## config.mk

```make
export PLATFORM = sky130hd
export DESIGN_NAME = rfm_issuer_bank
export DESIGN_NICKNAME = d
export VERILOG_FILES = /design/src/rtl/rfm_issuer_bank.sv
export SDC_FILE = /design/constraint.sdc
export NUM_CORES = 1
export LEC_CHECK = 0
export CAP_MARGIN = 20
export CORE_UTILIZATION = 45
export DETAILED_ROUTE_END_ITERATION = 16
export PLACE_DENSITY_LB_ADDON = 0.08
export SKIP_LAST_GASP = 1
export SLEW_MARGIN = 20
export SYNTH_ARGS = -nofsm -noshare
export SYNTH_HDL_FRONTEND = slang
export SYNTH_SLANG_ARGS = --single-unit
```

## constraint.sdc

```tcl
create_clock -name clk -period 2.1 [get_ports clk]
set_input_delay 0.525 -clock clk [delete_from_list [all_inputs] [get_ports clk]]
set_output_delay 0.525 -clock clk [all_outputs]
set_load 0.02 [all_outputs]
```

## src/rtl/rfm_issuer_bank.sv

```systemverilog
// Per-bank ACT/RFM command issuer: accepts scheduler activations, tracks the
// rolling accumulated ACT count and spaces ACT/RFM pulses to the tracking unit.
module rfm_issuer_bank #(
    parameter int ADDR_SIZE = 18,
    parameter int RAA_W     = 6,
    parameter int RAA_IMT   = 16,
    parameter int ACT_GAP   = 5,
    parameter int RFM_GAP   = 8,
    parameter int GAP_W     = 4,
    parameter int RFM_CNT_W = 16
) (
    input  logic                 clk,
    input  logic                 rstn,
    input  logic                 act_valid,
    input  logic [ADDR_SIZE-1:0] act_req_addr,
    output logic                 act_ready,
    input  logic                 rfm_req,
    output logic                 act_cmd,
    output logic [ADDR_SIZE-1:0] act_addr,
    output logic                 rfm_cmd,
    output logic [RAA_W-1:0]     raa_cnt,
    output logic [RFM_CNT_W-1:0] rfm_total
);

    localparam logic [1:0] S_IDLE     = 2'd0;
    localparam logic [1:0] S_ACT_WAIT = 2'd1;
    localparam logic [1:0] S_RFM_WAIT = 2'd2;

    localparam logic [RAA_W-1:0] IMT        = RAA_W'(RAA_IMT);
    localparam logic [GAP_W-1:0] ACT_RELOAD = GAP_W'(ACT_GAP - 1);
    localparam logic [GAP_W-1:0] RFM_RELOAD = GAP_W'(RFM_GAP - 1);

    logic [1:0]           r_state;
    logic [GAP_W-1:0]     r_gap;
    logic                 r_act_cmd;
    logic [ADDR_SIZE-1:0] r_act_addr;
    logic                 r_rfm_cmd;
    logic [RAA_W-1:0]     r_raa;
    logic [RFM_CNT_W-1:0] r_rfm_total;

    logic             w_idle;
    logic             w_at_imt;
    logic             w_issue_act;
    logic             w_issue_rfm;
    logic [RAA_W-1:0] w_raa_after_rfm;

    assign w_idle   = (r_state == S_IDLE);
    assign w_at_imt = (r_raa >= IMT);

    // Priority in IDLE: mandatory RFM, then ACT, then opportunistic RFM.
    assign w_issue_act = w_idle && !w_at_imt && act_valid;
    assign w_issue_rfm = w_idle && (w_at_imt ||
                         (!act_valid && rfm_req && (r_raa != '0)));

    // An opportunistic RFM below threshold saturates the count to zero.
    assign w_raa_after_rfm = w_at_imt ? (r_raa - IMT) : '0;

    always_ff @(posedge clk) begin
        if (!rstn) begin
            r_state     <= S_IDLE;
            r_gap       <= '0;
            r_act_cmd   <= 1'b0;
            r_act_addr  <= '0;
            r_rfm_cmd   <= 1'b0;
            r_raa       <= '0;
            r_rfm_total <= '0;
        end else begin
            r_act_cmd  <= w_issue_act;
            r_rfm_cmd  <= w_issue_rfm;
            r_act_addr <= w_issue_act ? act_req_addr : '0;
            if (w_issue_act) begin
                r_raa   <= r_raa + RAA_W'(1);
                r_gap   <= ACT_RELOAD;
                r_state <= S_ACT_WAIT;
            end else if (w_issue_rfm) begin
                r_raa       <= w_raa_after_rfm;
                r_rfm_total <= r_rfm_total + RFM_CNT_W'(1);
                r_gap       <= RFM_RELOAD;
                r_state     <= S_RFM_WAIT;
            end else if (!w_idle) begin
                if (r_gap == GAP_W'(1)) begin
                    r_state <= S_IDLE;
                    r_gap   <= '0;
                end else begin
                    r_gap <= r_gap - GAP_W'(1);
                end
            end
        end
    end

    assign act_ready = w_idle && !w_at_imt;
    assign act_cmd   = r_act_cmd;
    assign act_addr  = r_act_addr;
    assign rfm_cmd   = r_rfm_cmd;
    assign raa_cnt   = r_raa;
    assign rfm_total = r_rfm_total;

endmodule

```

==> results of run 1 <==
## worst reg2reg max path: stages, from the launching register on
cell and delay [ps]:
dfxtp_1 340, inv_1 80, ha_1 210, nor3b_2 170
o21a_1 230, buf_12 160, or4_1 520, a21oi_1 150
## kinds of logic (layout without fill, tap and decap cells)
group	Yosys count	in the layout	share of synthesized area, %
AO/OA/AOI/OAI	46	46	14.2
flip-flops	48	48	47.9
multiplexers	5	5	2.50
buffers and inverters	16	93	3.99
AND/OR/NAND/NOR	93	93	28.2
adder cells (fa/ha/maj)	5	5	3.12
## per-layer routing
metal / wire length (um) / part of all wire (%) / vias up
li1: - / - / 918
met1: 1960 / 45 / 855
met2: 2110 / 48 / 56
met3: 255 / 5.8 / 5
met4: 43 / 0.99 / 0
met5: 0 / 0 / -
## power by group
group          leakage [uW]  switching [uW]  internal (uW)
clock network     0.0000552             293            353
logic              0.000638             143            145
registers          0.000390            18.2            942
total               0.00108             454           1440
## flip-flops by register name (all words and copies together) (netlist names)
signal and count:
act_addr 18, r_state 2, act_cmd 1, rfm_total 16, raa_cnt 6, rfm_cmd 1, r_gap 4
## how the worst max path moves through the flow
stage,from,slack (ps),to,cells past startpoint
after global placement,rfm_req,-60,rfm_total[15]$_SDFFE_PN0P_,6
after detailed placement,rfm_req,-120,rfm_total[4]$_SDFFE_PN0P_,6
after global routing,raa_cnt[2]$_SDFFE_PN0P_,50,raa_cnt[2],1
after CTS,raa_cnt[2]$_SDFFE_PN0P_,130,raa_cnt[2],1
after floorplan,raa_cnt[0]$_SDFFE_PN0P_,170,rfm_total[6]$_SDFFE_PN0P_,8
final,raa_cnt[2]$_SDFFE_PN0P_,130,raa_cnt[2],1
## Yosys cell counts, drive strengths merged (2+ instances only)
cell	n	area share [%]
and2	19	5.9
a211oi	2	0.75
o21ai	10	2.5
or3	5	1.6
clkbuf	4	0.75
nor2	7	1.6
ha	5	3.1
nand2	17	3.2
or3b	2	0.87
mux2i	5	2.5
nand3	11	2.7
and4	2	0.87
buf	4	1.7
o21a	3	1.1
nor3	5	1.2
a21oi	18	4.7
nand2b	7	2.6
or4	6	2.2
nor4	4	2.3
inv	7	1.3
o31ai	6	2.2
nand4	4	1.2
dfxtp	48	48
## through the flow
step | cell area, um^2 | util, % | std cells | setup slack, ps | TNS (ps)
CTS | 2890 | 69.7 | 340 | 128 | 0
global route | 2890 | 69.7 | 340 | 51.1 | 0
floorplan | 2000 | - | 213 | 173 | 0
global placement | 2780 | 67.1 | 332 | -64.3 | -327
finish | 2890 | 69.7 | 340 | 130 | 0
detailed placement | 2780 | 67.1 | 332 | -122 | -533
## area by class of cell
cell class / instances / area (um^2)
clock inverter: 2 / 35.0
tap: 50 / 62.6
clock buffer: 6 / 72.6
fill: 346 / 1260
multi-input combinational: 149 / 963
inverter: 8 / 31.3
sequential: 48 / 961
timing repair buffer: 77 / 762
==> metrics.txt, run 1 <==
Routed WL around 4400 um; Synthesized Nets 240; CP required 1570 ps; n_diodes 0; vias in the first global route 1568; Syn Inst Count 213; Worst slew margin 77.5%; Hold Crit Class reg -> reg; critical path cell sequence clkdlybuf4s50_1; Starting Density 48.4%; Worst path slowest cell clkdlybuf4s50_1; max-slew violations 0; Vias 1834; RR Endpoint rfm_total[4]$_SDFFE_PN0P_; GR Util met3 6.41%; RSZ-0062 raised after global routing no; clk root buf clkbuf_8; critical path class reg -> out; status completed; commonest cells after routing, fill and taps aside clkdlybuf4s50_1, dfxtp_1, and2_1; 1st-pass router iterations 4; Post-Syn Area 2000 um^2; Post-synth ARST share 0%; Final Hold Vio Count 0; DIE WIDTH 68.7 um; post-route ant nets 0; Worst R2R Setup Slack approximately 180 ps; CP max FO 8; clk slew on worst S/H paths 90 ps; VDD IR max 493 uV; hold buffers post-CTS 0; clock period minus worst slack 1970 ps; slowest stage delay, CP 660 ps; Worst EP arrival 1450 ps; total power 1890 uW; ys flop type dfxtp_1; total grt overflow 0; endpoints failing setup 0; Yosys reg bits 48; Fmax achieved 508 MHz; most common cell after layout, fill and taps aside clkdlybuf4s50_1; R2R Path Start raa_cnt[0]$_SDFFE_PN0P_; CTS tree yes; Pleak 0.00108 uW; Pwr Density 656 nW/um^2; Die Y between 60 and 70 um; detailed router's first-iteration violation count between 90 and 100; DR WL/cell 12.8 um; crit share post-route 93.8%; WHS Endpoint rfm_total[15]$_SDFFE_PN0P_; EDFF count, synth 0; drt drc 0; number of buffer and inverter stages on the critical path 1; IO Count 65; worst r2r path cells 7; M1 GR Usage 24.9%; share of cells above drive strength 1 10.7%; Hold Path Depth 2; vias per inst about 5.4; Syn Area/Cell roughly 9.4 um^2; clock insertion delay at the later pin of the skew report 300 ps; std cell rows 23; CP Launch Type flop; busiest layer in global routing met2; hold wc startpoint rfm_total[15]$_SDFFE_PN0P_; Sink Count 48; initial antenna violation count 0; met2 Track Usage GR roughly 33%; setup bufs post-CTS 0; Clock Path Buffers 2; Synthesis Warnings 0; cts repair resizes 1; MaxCap Viol Count 0; CTS buffer count 5; hold slack around 480 ps; Netlist cell types 42; sequential area share after synthesis 47.9%; GRT Total Usage between 20% and 30%; first-pass GRT wire length 7020 um; die area 4730 um^2; Layout area overhead 44.1%; Worst path top cell family by delay buffers and inverters; Worst setup EP type output pin; clk_skew 7.10 ps; largest net degree at the start of global routing 26; Port Buffers 64; Core Region 4140 um^2; dpl hpwl 3220 um; nets 316; H-tree depth 2; RD Place Congestion 0.762; Least-Margin Pin Slew 338 ps
Note: power is estimated with default switching activity, not from simulation.
==> run 2: changes to the inputs <==
- CORE_ASPECT_RATIO: default -> 1.75
- GPL_ROUTABILITY_DRIVEN: default -> 0
==> metrics.txt, run 2 (synthesized netlist as in run 1, its figures left out) <==
Final Instance Area 2900 um^2; nets 317; drt drc 0; Worst R2R Setup Slack around 210 ps; n_diodes 0; initial antenna violation count 0; critical path class reg -> out; Die Y 90.3 um; WHS Endpoint rfm_total[15]$_SDFFE_PN0P_; Least-Margin Pin Slew between 300 and 400 ps; clock insertion delay at the later pin of the skew report 300 ps; worst r2r path cells 7; Worst path slowest cell clkdlybuf4s50_1; Routed WL between 4000 and 5000 um; DIE WIDTH between 50 and 60 um; RR Endpoint rfm_total[15]$_SDFFE_PN0P_; clk_skew 11.6 ps; cts repair resizes 1; number of buffer and inverter stages on the critical path 1; Worst path top cell family by delay buffers and inverters; pre-CTS WS -83.2 ps; clk slew on worst S/H paths 100 ps; total grt overflow 0; hold wc startpoint rfm_total[15]$_SDFFE_PN0P_; CP Launch Type flop; Layout area overhead 44.4%; max-slew violations 0; critical path cell sequence clkdlybuf4s50_1; Sink Count 48; Final TNS setup 0 ps; Vias 1815; hold buffers post-CTS 0; endpoints failing setup 0; RSZ-0062 raised after global routing no; crit share post-route ~94%; Placement Cell Area 2780 um^2; VDD IR max 725 uV; Starting Density 47.8%; CTS tree yes; vias in the first global route about 1700; Worst EP arrival ~1400 ps; Pleak 0.00109 uW; first-pass GRT wire length 7360 um; Fmax achieved 509 MHz; Hold Path Depth 2; setup bufs post-CTS 0; 1st-pass router iterations 4; Levels on crit path 1; Worst setup EP type output pin; IO Count 65; CP required 1570 ps; CTS buffer count 5; R2R Path Start raa_cnt[0]$_SDFFE_PN0P_; Worst slew margin 77.5%; Pwr Density between 600 and 700 nW/um^2; H-tree depth 2; most common cell after layout, fill and taps aside clkdlybuf4s50_1; DR WL/cell 13.4 um; Core Region 4190 um^2; post-route ant nets 0; GRT Total Usage between 20% and 30%; clock period minus worst slack 1960 ps; clk root buf clkbuf_8; vias per inst 5.34; commonest cells after routing, fill and taps aside clkdlybuf4s50_1, dfxtp_1, and2_1; Port Buffers 64; die area 4740 um^2; dpl hpwl 3350 um; detailed router's first-iteration violation count 29; slowest stage delay, CP 660 ps; largest net degree at the start of global routing 26; MaxCap Viol Count 0; status completed; CP max FO 8; Final Hold Vio Count 0; max FFs per register 18; final setup margin about 140 ps; std cell rows 31; Clock Path Buffers 2; Hold Crit Class reg -> reg; share of cells above drive strength 1 11.3%
run 2: changes by cell type in the layout (fill, tap and decap cells not counted):
cell / before / now
clkinv_2: 2 / 1
clkbuf_1: 1 / 0
buf_4: 11 / 13
buf_12: 2 / 1
clkbuf_8: 5 / 6
clkinv_4: 0 / 1
run 2: report_power, final:
part,internal (uW),switching (uW),total [uW]
Clock,390,311,701
Sequential,942,18.4,961
Combinational,142,142,283
run 2: final cells by class:
class | count | area (um^2)
well taps | 49 | 61.3
clock buffers | 6 | 82.6
inverters | 8 | 31.3
repair buffers | 78 | 757
clock inverters | 2 | 38.8
fillers | 349 | 1290
flip-flops and latches | 48 | 961
multi-input cells | 149 | 963
run 2: per-layer routing:
metal	GRT usage, %	wire length [um]	up-vias
li1	-	-	917
met1	21.2	1860	849
met2	37.4	2450	41
met3	5.05	185	8
met4	5.92	51	0
met5	0	0	-
run 2: worst reg2reg max path, stage by stage, from the launching register on:
cell and delay (ps):
dfxtp_1 340, inv_1 80, ha_1 200, nor3b_2 170, o21a_1 220, buf_12 160
or4_1 510, a21oi_1 150
run 2: how the worst max path moves through the flow:
stage	startpoint	endpoint	slack (ps)
floorplan	raa_cnt[0]$_SDFFE_PN0P_	rfm_total[6]$_SDFFE_PN0P_	170
finish	raa_cnt[2]$_SDFFE_PN0P_	raa_cnt[2]	140
global route	raa_cnt[2]$_SDFFE_PN0P_	raa_cnt[2]	70
detailed placement	rfm_req	rfm_total[15]$_SDFFE_PN0P_	-80
CTS	raa_cnt[2]$_SDFFE_PN0P_	raa_cnt[2]	120
global placement	rfm_req	rfm_total[15]$_SDFFE_PN0P_	-50
run 2: metrics by stage:
stage	power [uW]	utilization [%]	std cells	hold slack, ps
global placement	1260	66.2	332	464
detailed placement	1270	66.2	332	474
floorplan	1120	-	213	484
CTS	1950	69.1	340	492
global route	2020	69.1	340	525
finish	1940	69.1	340	490
